==> src/rtl/loss_derivative_child.sv <==
// MSE loss-gradient front end: ld_data_out = round(2*(H-Y)*inv_N) in Q8.8, two-stage pipeline with H/last alignment.
// Build option: define LOSS_D_SAT_EN to saturate the difference and the scaled result instead of wrapping.
module loss_derivative_child #(
    parameter int CNT_W = 8
) (
    input  logic              clk,
    input  logic              rst,
    input  logic              ld_valid_in,
    input  logic [15:0]       ld_H_in,
    input  logic [15:0]       ld_Y_in,
    input  logic [15:0]       ld_inv_batch_in,
    input  logic [CNT_W-1:0]  ld_batch_len_in,
    input  logic              ld_stall_in,
    output logic              ld_valid_out,
    output logic [15:0]       ld_data_out,
    output logic [15:0]       ld_H_out,
    output logic              ld_last_out
);

`ifdef LOSS_D_SAT_EN
    function automatic logic [15:0] reduce17(input logic signed [16:0] v);
        if (v > 17'sd32767)       return 16'h7FFF;
        else if (v < -17'sd32768) return 16'h8000;
        else                      return v[15:0];
    endfunction

    function automatic logic [15:0] reduce25(input logic signed [24:0] v);
        if (v > 25'sd32767)       return 16'h7FFF;
        else if (v < -25'sd32768) return 16'h8000;
        else                      return v[15:0];
    endfunction
`else
    function automatic logic [15:0] reduce17(input logic signed [16:0] v);
        return v[15:0];
    endfunction

    function automatic logic [15:0] reduce25(input logic signed [24:0] v);
        return v[15:0];
    endfunction
`endif

    logic [CNT_W-1:0]   r_cnt;
    logic               r_s1_valid;
    logic signed [15:0] r_s1_diff;
    logic [15:0]        r_s1_H;
    logic               r_s1_last;

    logic signed [16:0] w_diff_full;
    logic signed [31:0] w_prod;
    logic signed [31:0] w_rnd;
    logic signed [24:0] w_shift;
    logic               w_is_last;
    logic               w_accept;

    assign w_diff_full = $signed({ld_H_in[15], ld_H_in}) - $signed({ld_Y_in[15], ld_Y_in});
    assign w_prod      = r_s1_diff * $signed(ld_inv_batch_in);
    assign w_rnd       = w_prod + 32'sd64;
    // Taking bits [31:7] of the signed sum is the arithmetic >>>7; shift of 7 folds in the factor 2.
    assign w_shift     = w_rnd[31:7];

    // Lengths 0 and 1 both mean every element closes its batch.
    assign w_is_last = (ld_batch_len_in <= CNT_W'(1)) ||
                       (r_cnt == ld_batch_len_in - CNT_W'(1));
    assign w_accept  = ld_valid_in && !ld_stall_in;

    always_ff @(posedge clk or negedge rst) begin
        if (!rst) begin
            r_cnt <= '0;
        end else if (w_accept) begin
            r_cnt <= w_is_last ? '0 : r_cnt + CNT_W'(1);
        end
    end

    always_ff @(posedge clk or negedge rst) begin
        if (!rst) begin
            r_s1_valid <= 1'b0;
            r_s1_diff  <= '0;
            r_s1_H     <= '0;
            r_s1_last  <= 1'b0;
        end else if (!ld_stall_in) begin
            r_s1_valid <= ld_valid_in;
            if (ld_valid_in) begin
                r_s1_diff <= $signed(reduce17(w_diff_full));
                r_s1_H    <= ld_H_in;
                r_s1_last <= w_is_last;
            end else begin
                r_s1_diff <= '0;
                r_s1_H    <= '0;
                r_s1_last <= 1'b0;
            end
        end
    end

    always_ff @(posedge clk or negedge rst) begin
        if (!rst) begin
            ld_valid_out <= 1'b0;
            ld_data_out  <= '0;
            ld_H_out     <= '0;
            ld_last_out  <= 1'b0;
        end else if (!ld_stall_in) begin
            ld_valid_out <= r_s1_valid;
            ld_H_out     <= r_s1_H;
            ld_last_out  <= r_s1_last;
            ld_data_out  <= r_s1_valid ? reduce25(w_shift) : '0;
        end
    end

endmodule

==> config.mk <==
export PLATFORM = sky130hd
export DESIGN_NAME = loss_derivative_child
export DESIGN_NICKNAME = d
export VERILOG_FILES = /design/src/rtl/loss_derivative_child.sv
export SDC_FILE = /design/constraint.sdc
export NUM_CORES = 1
export LEC_CHECK = 0
export CAP_MARGIN = 20
export CORE_MARGIN = 1
export CORE_UTILIZATION = 38
export DETAILED_ROUTE_END_ITERATION = 10
export SYNTH_ARGS = -nofsm -noshare
export SYNTH_HDL_FRONTEND = slang
export SYNTH_SLANG_ARGS = --single-unit
export TNS_END_PERCENT = 5
==> constraint.sdc <==
create_clock -name clk -period 12 [get_ports clk]
set_clock_uncertainty 0.15 [all_clocks]
set_input_delay 1.8 -clock clk [delete_from_list [all_inputs] [get_ports clk]]
set_output_delay 1.8 -clock clk [all_outputs]
set_load 0.02 [all_outputs]
After elaboration in Yosys (flattened, before gate mapping)

Cells that the tools add are included.
W data, S select, Z words.

Multiply operators: 1
Equality and inequality tests: 1
$lt $le $gt $ge: 1
Reductions and logical operators: 3
Add/sub/neg operators: 4
Muxes and demuxes: 5

Operators by type and width:

| kind                    | number |
|---|---|
| $mux W16                | 3 |
| $add A23 B8 Y23 const B | 1 |
| $mul A16 B16 Y23        | 1 |
| $sub A16 B16 Y16        | 1 |
| $add A8 B1 Y8 const B   | 1 |
| $eq A8 B8 Y1            | 1 |
| $le A8 B1 Y1 const B    | 1 |
| $mux W8                 | 1 |
| $sub A8 B1 Y8 const B   | 1 |
| $logic_and A1 B1 Y1     | 1 |
| $logic_not A1 Y1        | 1 |
| $logic_or A1 B1 Y1      | 1 |
| $mux W1                 | 1 |

Flip-flop bits (word level): 76
Output and inout port bits: 34
Logic and storage cells: 24
Bits of input ports: 60

Longest topological paths before layout

Gate-level depths: netlist of the first run.

Depth in word-level cells: 4
Gate-level depth with buffers: 24
Gate-level depth less buffers: 23

Worst setup path after synthesis of the first run

No wires, ideal clock.

Path type: input -> register
Start point: in ld_inv_batch_in[1]
End point: reg ld_data_out[10]
Setup slack: 4986 ps
Library setup time: 121 ps
Data required time: 11729 ps
Data arrival time: 6743 ps
Stages on the path: 20
Buffers on the path: 1
Cells stage by stage: clkbuf_1 -> nand2_1 -> fa_1 -> fa_1 -> fa_1 -> fa_1 -> inv_1 -> fa_1 -> inv_1 -> fa_1 -> inv_1 -> ha_1 -> o21ai_0 -> a21oi_1 -> nor2_1 -> a211oi_2 -> nor3_1 -> o21bai_1 -> xor2_1 -> a22o_1

Longest elaborated chain between the ends: 3

RTL lines:

| what                   | line | source |
|---|---|---|
| start: declaration     | 11   | `input logic [15:0] ld_inv_batch_in,` |
| $mul A16 B16 Y23       | 56   | `assign w_prod = r_s1_diff * $signed(ld_inv_batch_in);` |
| $add A23 B8 Y23        | 57   | `assign w_rnd = w_prod + 32'sd64;` |
| $mux W16               | 104  | `ld_data_out <= r_s1_valid ? reduce25(w_shift) : '0;` |
| end signal: assignment | 104  |  |
| end: declaration       | 15   | `output logic [15:0] ld_data_out,` |

No other way between the ends.
A chain may end at the register's enable or synchronous reset.

Final worst setup path of the first run

Start point: in ld_inv_batch_in[7]
End point: reg ld_data_out[15]

Same word-level chain as after synthesis.

==> impl_metrics.json, run 1 <==
{
  "crit_type": "primary input to flop",
  "grt_max_degree": 90,
  "grt_pass1_wl_um": 42360,
  "row_count": 61,
  "holdCritStartpoint": "r_s1_valid",
  "cts.clk_slew.worst_paths_ps": 60,
  "crit_path_max_fanout": 16,
  "drcViolationCount": 0,
  "avgSynthCellArea_um2": 9.115,
  "hold_end": "r_s1_valid",
  "synthArstFlopShare_pct": 100.0,
  "cts_tree": "yes",
  "pwr-share-comb_pct": 78.2,
  "layoutNonFillerInstCount": 1646,
  "drtAntennaViolNets": 0,
  "grt_pass1_vias": 8278,
  "required_ps": 12080,
  "cts_inserted_buffers": 9,
  "seq_area_um2": 1902,
  "max_slew_margin_pct": 39.23,
  "syn_inst": 1198,
  "finalCritPeriodShare_pct": 63.80,
  "die_area_um2": 29420,
  "io_buffers": 93,
  "io_pins": 94,
  "dp.cells": 1628,
  "multi_input_area_um2": 7871,
  "fp.dieH_um": 171.5,
  "drt_iter0_drc": 364,
  "ctsResizeCount": 0,
  "yosysSeqAreaShare_pct": 17.42,
  "rr_endpoint": "ld_data_out[15]",
  "status": "finished, final reports clean",
  "ys.warnings.count": 0,
  "synth_common_cells": "inv_1, fa_1, nand2_1",
  "ys_top_cells_by_area": "fa_1, dfrtp_1, ha_1, inv_1, and2_1",
  "reg2reg_slack_ps": 5870,
  "p_seq_share_pct": 12.3,
  "p_int_mw": 1.584,
  "clock.fmax_mhz": 130.6,
  "core_um2": 28010,
  "clk_latency_ps": 340,
  "yosysUniqueCellTypes": 52,
  "cp-start-kind": "primary input",
  "cts_max_path_buffers": 2,
  "final_area_um2": 12520,
  "rsz0062_at_grt": "no",
  "drive_gt1_share_pct": 3.946,
  "fill_cells": 2774,
  "p_sw_mw": 1.462,
  "vias": 7819,
  "hold_depth": 2,
  "htreeDepth": 3,
  "hp-class": "flop to flop",
  "synth_seq_cells": 76,
  "drt-total-wl_um": 25010,
  "finalCriticalPeriod_ps": 7656,
  "drv_cap": 0,
  "yosysMostFrequentCell": "inv_1",
  "track_usage_pct": 18.67,
  "p_per_area_nw_per_um2": 243.3,
  "hpwl_um": 20170,
  "cts-root-buf": "clkbuf_16",
  "endpoint_kind": "flop",
  "p_sw_share_pct": 47.99,
  "regToRegStartpoint": "r_s1_diff[7]",
  "wl_per_cell_um": 15.19,
  "post_cts_buffers": 0,
  "arrival_ps": 7740,
  "synth_top_cell_by_area": "fa_1",
  "grt_overflow": 0,
  "antenna_found_initial": 0,
  "vias_per_cell": 4.750,
  "utilization_pct": 44.69,
  "synth_top_cell_area_share_pct": 32.27,
  "cts_sinks": 76,
  "die_w_um": 171.5,
  "first_pass_iters": 4,
  "p_leak_nw": 6.053,
  "report.final.slew_viol_count": 0,
  "final_nets": 1584,
  "ir_worst_vdd_mv": 0.2090,
  "postPlaceCellArea_um2": 12170,
  "hold_violations": 0,
  "area_growth_pct": 14.64,
  "syn-num-nets": 1520,
  "synth_edf_count": 0,
  "max_slew.worst_pin.slew_ps": 911.5,
  "setup_viol": 0,
  "syn_area_um2": 10920,
  "ff2ff_path_depth": 20,
  "clock_power_share_pct": 9.5,
  "initial_utilization_pct": 38.98,
  "p_total_mw": 3.046,
  "yosys_most_used_dff": "dfrtp_1",
  "place.gp.congestion": 0.8438,
  "cts_hold_buffers": 0,
  "tns_ps": 0
}
==> power by group through the flow <==
| stage | sequential [mW] | combinational (mW) | clock, mW |
|---|---|---|---|
| after floorplan | 0.365 | 1.90 | 0 |
| after global placement | 0.378 | 2.38 | 0 |
| after detailed placement | 0.378 | 2.42 | 0 |
| after CTS | 0.374 | 2.43 | 0.298 |
| after global routing | 0.382 | 2.78 | 0.310 |
| final | 0.375 | 2.38 | 0.289 |
==> routing by layer <==
metal	up-vias	track usage [%]	part of all wire, %
met2	144	30.75	47
met5	-	0	0
met4	0	4.076	1.4
met3	20	3.613	6.3
li1	3771	-	-
met1	3884	25.37	45
==> stage by stage <==
stage               hold slack [ps]  setup slack [ps]
global route                  349.6              3940
finish                        331.5              4344
detailed placement            314.3              3954
floorplan                     297.0              4986
CTS                           329.9              4302
global placement              310.4              3982
==> state kept, by name, summed over array words and instances, names as in the netlist <==
register,cells
r_s1_valid,1
r_s1_H,16
r_s1_last,1
ld_valid_out,1
ld_data_out,16
ld_H_out,16
r_cnt,8
ld_last_out,1
r_s1_diff,16
==> worst max-delay path by stage <==
stage                       start         endpoint  slack (ps)  cells past startpoint
2_1_floorplan  ld_inv_batch_in[1]  ld_data_out[10]        4990                     20
3_3_place_gp   ld_inv_batch_in[1]  ld_data_out[15]        3980                     21
3_5_place_dp   ld_inv_batch_in[1]  ld_data_out[15]        3950                     21
4_1_cts        ld_inv_batch_in[1]  ld_data_out[15]        4300                     21
5_1_grt        ld_inv_batch_in[1]  ld_data_out[10]        3940                     19
6_report       ld_inv_batch_in[7]  ld_data_out[15]        4340                     21
==> final cells by class <==
type / instances / area share [%]
timing repair buffer: 97 / 7.796
antenna: 1 / 0.01999
multi-input combinational: 818 / 62.88
clock buffer: 9 / 1.799
inverter: 260 / 7.796
clock inverter: 7 / 0.7396
sequential: 76 / 15.19
tap: 378 / 3.778
==> cell families after synthesis <==
logic type,Yosys count,synth area share (%)
buffers and inverters,304,10.50
xor gates and xnor gates,62,4.973
AOI/OAI and AO/OA,113,6.944
and+or+nand+nor,363,16.20
adders and majority gates,262,42.12
muxes,18,1.845
DFF,76,17.42
==> cell usage in the layout (no fill, tap or decap), types with 18 or more instances in the layout <==
cell and count:
clkdlybuf4s50_1 91, xnor2_1 44, nor2_1 32, fa_1 176, and2_1 102, o21ai_0 41
a21oi_1 18, nand2_1 167, ha_1 86, dfrtp_1 76, xor2_1 18, inv_1 260
==> critical path, stage by stage <==
cell and delay, ps:
clkdlybuf4s50_1 890, nand2_1 170, fa_1 570, inv_1 50, fa_1 490, inv_1 50, fa_1 530, inv_1 50
fa_1 460, fa_1 500, inv_1 50, fa_1 480, inv_1 50, ha_1 320, nand3_1 100, a211oi_2 440
o21ai_1 140, nand3_1 130, a31oi_1 110, xnor2_1 140, a22o_1 200
Power figures use the tool's default switching activity.
==> run 2, diff against run 1 <==
Clock period 12 ns to 6.3 ns, I/O delays scaled along.
==> impl_metrics.json, run 2 (synthesis results as in run 1) <==
{
  "hp-class": "primary input to async pin",
  "drt_iter0_drc": 383,
  "max_slew.worst_pin.slew_ps": 875.3,
  "regToRegStartpoint": "r_s1_diff[11]",
  "rsz0062_at_grt": "no",
  "p_total_mw": 7.004,
  "initial_utilization_pct": 38.98,
  "io_buffers": 93,
  "cts.clk_slew.worst_paths_ps": 70,
  "layout_common_cells": "inv_1, fa_1, nand2_1, and2_1, ha_1",
  "grt_overflow": 0,
  "endpoint_kind": "flop",
  "dp.cells": 1706,
  "fp.dieH_um": 171.5,
  "crit_type": "primary input to flop",
  "drv_cap": 0,
  "hold_violations": 0,
  "p_leak_nw": 6.512,
  "crit_path_max_fanout": 9,
  "place.gp.congestion": 0.8859,
  "required_ps": 6390,
  "antenna_found_initial": 0,
  "drcViolationCount": 0,
  "grt_max_degree": 77,
  "first_pass_iters": 4,
  "p_per_area_nw_per_um2": 530.5,
  "cts_inserted_buffers": 9,
  "finalCriticalPeriod_ps": 6143,
  "ff2ff_path_depth": 20,
  "cts_max_path_buffers": 2,
  "die_area_um2": 29420,
  "core_um2": 28010,
  "grt_pass1_vias": 8942,
  "track_usage_pct": 20.03,
  "setup_viol": 0,
  "vias_per_cell": 4.756,
  "rr_endpoint": "ld_data_out[10]",
  "grt_pass1_wl_um": 45320,
  "htreeDepth": 3,
  "drtAntennaViolNets": 0,
  "layoutNonFillerInstCount": 1724,
  "cts-root-buf": "clkbuf_16",
  "report.final.slew_viol_count": 0,
  "drive_gt1_share_pct": 11.00,
  "final_nets": 1663,
  "clock.fmax_mhz": 162.8,
  "reg2reg_slack_ps": 300,
  "drt-total-wl_um": 26420,
  "diodes": 0,
  "tns_ps": 0,
  "ir_worst_vdd_mv": 0.7392,
  "cts_sinks": 76,
  "grt.met3_usage_pct": 3.359,
  "io_pins": 94,
  "fill_cells": 2713,
  "area_growth_pct": 20.91,
  "clk_latency_ps": 350,
  "arrival_ps": 6230,
  "die_w_um": 171.5,
  "wl_per_cell_um": 15.33,
  "row_count": 61,
  "cts_tree": "yes",
  "cts_hold_buffers": 0,
  "finalCritPeriodShare_pct": 97.51,
  "met2_usage_pct": 34.38,
  "status": "finished, final reports clean",
  "hpwl_um": 21650,
  "grt.busiest_layer": "met2",
  "final_common_cell": "inv_1",
  "vias": 8199,
  "cp-start-kind": "primary input",
  "met1_usage_pct": 26.33,
  "max_slew_margin_pct": 41.43
}
run 2: layout make-up:
class                   count  area [um2]  area share (%)
inverters                 260       975.9           7.392
well taps                 378       473.0           3.582
clock buffers              10       239.0           1.810
flip-flops and latches     76        1902           14.40
multi-input cells         818        7975           60.41
clock inverters             6       71.32          0.5402
repair buffers            176        1567           11.86
run 2: worst max path at each step:
stage,from,endpoint,slack [ps],cells past startpoint
after global placement,ld_inv_batch_in[2],ld_data_out[15],-630,21
after global routing,ld_inv_batch_in[3],ld_data_out[15],3,20
final,ld_inv_batch_in[14],ld_data_out[10],160,20
after floorplan,ld_inv_batch_in[1],ld_data_out[10],140,20
after CTS,ld_inv_batch_in[2],ld_data_out[15],30,21
after detailed placement,ld_inv_batch_in[2],ld_data_out[15],-620,20
run 2: power by group:
group	leakage [nW]	internal [mW]	switching (mW)
logic	5.37	2.92	2.84
clock network	0.151	0.322	0.229
registers	0.994	0.580	0.113
total	6.51	3.82	3.19
run 2: timing repair:
| action | in CTS | in global routing |
|---|---|---|
| endpoints found under the setup margin | 12 | 10 |
| cloned | 0 | 0 |
| resized for setup | 11 | 32 |
| pin swaps | 2 | 12 |
| buffers inserted | 0 | 1 |
run 2: per-stage QoR:
step | cell area, um2 | util (%) | hold WS, ps | setup WS, ps
CTS | 13080 | 46.68 | 335.5 | 26.08
global placement | 12760 | 45.54 | 311.4 | -626.0
global route | 13200 | 47.13 | 275.0 | 2.633
floorplan | 10920 | - | 297.0 | 140.6
finish | 13200 | 47.13 | 278.6 | 156.8
detailed placement | 12760 | 45.54 | 320.8 | -621.0
run 2: routing by layer:
layer / vias to the layer above / part of all wire [%]
met5: - / 0
met4: 0 / 1.7
met3: 18 / 5.9
met2: 158 / 49
met1: 4105 / 44
li1: 3918 / -
run 2: critical path, stage by stage:
cell and delay [ps]:
clkdlybuf4s50_1 450, buf_4 160, nand2_1 90, fa_1 490, fa_1 490, inv_1 50, fa_1 520, fa_1 440
fa_1 490, inv_1 50, fa_1 500, inv_1 50, ha_1 340, nand3_2 110, a211oi_4 380, buf_4 190
nor3_4 40, o21bai_1 170, xor2_1 90, a22o_1 190
==> run 3, diff against run 2 <==
Clock period 6.3 ns to 5.3 ns, I/O delays scaled along.
==> impl_metrics.json, run 3 (synthesis results as in run 1) <==
{
  "grt_pass1_wl_um": 46310,
  "fp.dieH_um": 171.5,
  "cts_sinks": 76,
  "die_area_um2": 29420,
  "htreeDepth": 3,
  "dr.max_layer_used": "met4",
  "hpwl_um": 22570,
  "ff2ff_path_depth": 21,
  "required_ps": 5400,
  "m1WireLength_um": 12100,
  "cts-root-buf": "clkbuf_16",
  "cts.clk_slew.worst_paths_ps": 70,
  "critPathMaxStageDelay_ps": 580,
  "io_buffers": 93,
  "drtAntennaViolNets": 0,
  "vias_per_cell": 4.724,
  "row_count": 61,
  "finalCritPeriodShare_pct": 113.9,
  "cts_tree": "yes",
  "crit_path_max_fanout": 6,
  "setup_slack_ps": -736.7,
  "crit_chain": "clkdlybuf4s50_1, buf_6, nand2_2, fa_1, fa_1, fa_1, fa_1, inv_1, fa_1, inv_1, fa_1, inv_1, ha_4, nor2_4, nor4b_4, a211oi_2, buf_4, o21ai_4, nand3_2, a31oi_4, xnor2_1, a22o_1",
  "crit_cells": 22,
  "path_buf_inv": 6,
  "wl_met3_um": 1067,
  "hold_slack_ps": 183.8,
  "grt_pass1_vias": 9069,
  "wl_per_cell_um": 15.40,
  "cp_top_family": "adder cells",
  "clk_latency_ps": 350,
  "violations": "setup timing",
  "finalCriticalPeriod_ps": 6037,
  "post-place-ws_ps": -1489,
  "ir_worst_vdd_mv": 0.5622,
  "slowest_stage": "fa_1",
  "cts_hold_buffers": 0,
  "final_common_cell": "inv_1",
  "clock.fmax_mhz": 165.7,
  "die_w_um": 171.5,
  "max_slew_margin_pct": 38.51,
  "hp-class": "primary input to async pin",
  "drcViolationCount": 0,
  "max_slew.worst_pin.slew_ps": 920.5,
  "final_nets": 1702,
  "first_pass_iters": 5,
  "hold_violations": 0,
  "report.final.slew_viol_count": 0,
  "p_per_area_nw_per_um2": 641.2,
  "utilization_pct": 48.75,
  "rsz0062_at_grt": "yes",
  "arrival_ps": 6130,
  "crit_type": "primary input to flop",
  "area_growth_pct": 25.06,
  "antenna_found_initial": 0,
  "path_common_cell": "fa_1",
  "cp-start-kind": "primary input",
  "regToRegStartpoint": "r_s1_diff[7]",
  "vias": 8328,
  "core_um2": 28010,
  "status": "finished, violations left",
  "cts_inserted_buffers": 9,
  "place.gp.congestion": 0.8950,
  "layout_common_cells": "inv_1, fa_1, nand2_1, buf_4, and2_1",
  "drt_iter0_drc": 390,
  "grt_overflow": 0,
  "endpoint_kind": "flop",
  "drv_cap": 0,
  "track_usage_pct": 20.51,
  "setup_viol": 15,
  "drive_gt1_share_pct": 14.95,
  "initial_utilization_pct": 38.98,
  "p_leak_nw": 6.716,
  "cts_max_path_buffers": 2,
  "met2_length_um": 13340,
  "diodes": 0,
  "io_pins": 94,
  "critPathLaunch": "ld_inv_batch_in[3]",
  "drt-total-wl_um": 27150,
  "grt_max_degree": 57
}
==> run 3: worst reg2reg max path, cell delays in order (launching register included) <==
cell	delay, ps
dfrtp_1	510
buf_4	220
and2_1	150
fa_1	490
inv_1	50
fa_1	470
fa_1	490
inv_1	50
fa_1	450
fa_1	490
inv_1	60
fa_1	490
inv_1	60
ha_4	170
nor4b_4	320
a211oi_2	110
buf_4	170
o21ai_4	190
nand3_2	130
a31oi_4	180
xnor2_1	70
a22o_1	190
==> run 3: worst paths after layout <==
| check | endpoint | slack [ps] |
|---|---|---|
| worst min register to register | r_s1_last | 330 |
| worst max register to register | ld_data_out[15] | -470 |
| worst min-delay path | ld_data_out[15] | 180 |
| min in group clk | r_s1_last | 330 |
| max in group asynchronous | r_s1_diff[4] | 3760 |
| worst max-delay path | ld_data_out[15] | -740 |
==> run 3: through the flow <==
stage,instance area (um2),cells,power (mW),TNS [ps]
floorplan,10980,1198,5.215,-3865
global placement,13130,1744,7.331,-18160
detailed placement,13130,1744,7.492,-19020
CTS,13600,1763,8.618,-8591
global route,13660,1763,9.902,-12010
finish,13660,1763,8.756,-8701
==> run 3: layout make-up <==
type | count | area [um2]
Tap cell | 378 | 473.0
Timing Repair Buffer | 215 | 1902
Inverter | 260 | 975.9
Clock inverter | 6 | 71.32
Clock buffer | 10 | 239.0
Fill cell | 2691 | 14360
Multi-Input combinational cell | 818 | 8093
Sequential cell | 76 | 1902
==> run 3: timing repair <==
action,CTS,global route
pin swaps,22,1
setup buffers,3,0
gates resized for setup,45,9
setup endpoints to repair,15,15
cloned,0,0
==> run 3: power breakdown <==
group	switching, mW	internal, mW	total (mW)
sequential	0.114	0.690	0.804
clock	0.285	0.383	0.668
combinational	3.59	3.69	7.28
==> run 3: layer usage <==
layer  GRT usage, %  vias to the layer above
li1               -                     3996
met1          27.07                     4139
met2          35.01                      165
met3          2.278                       28
met4          6.599                        0
met5              0                        -
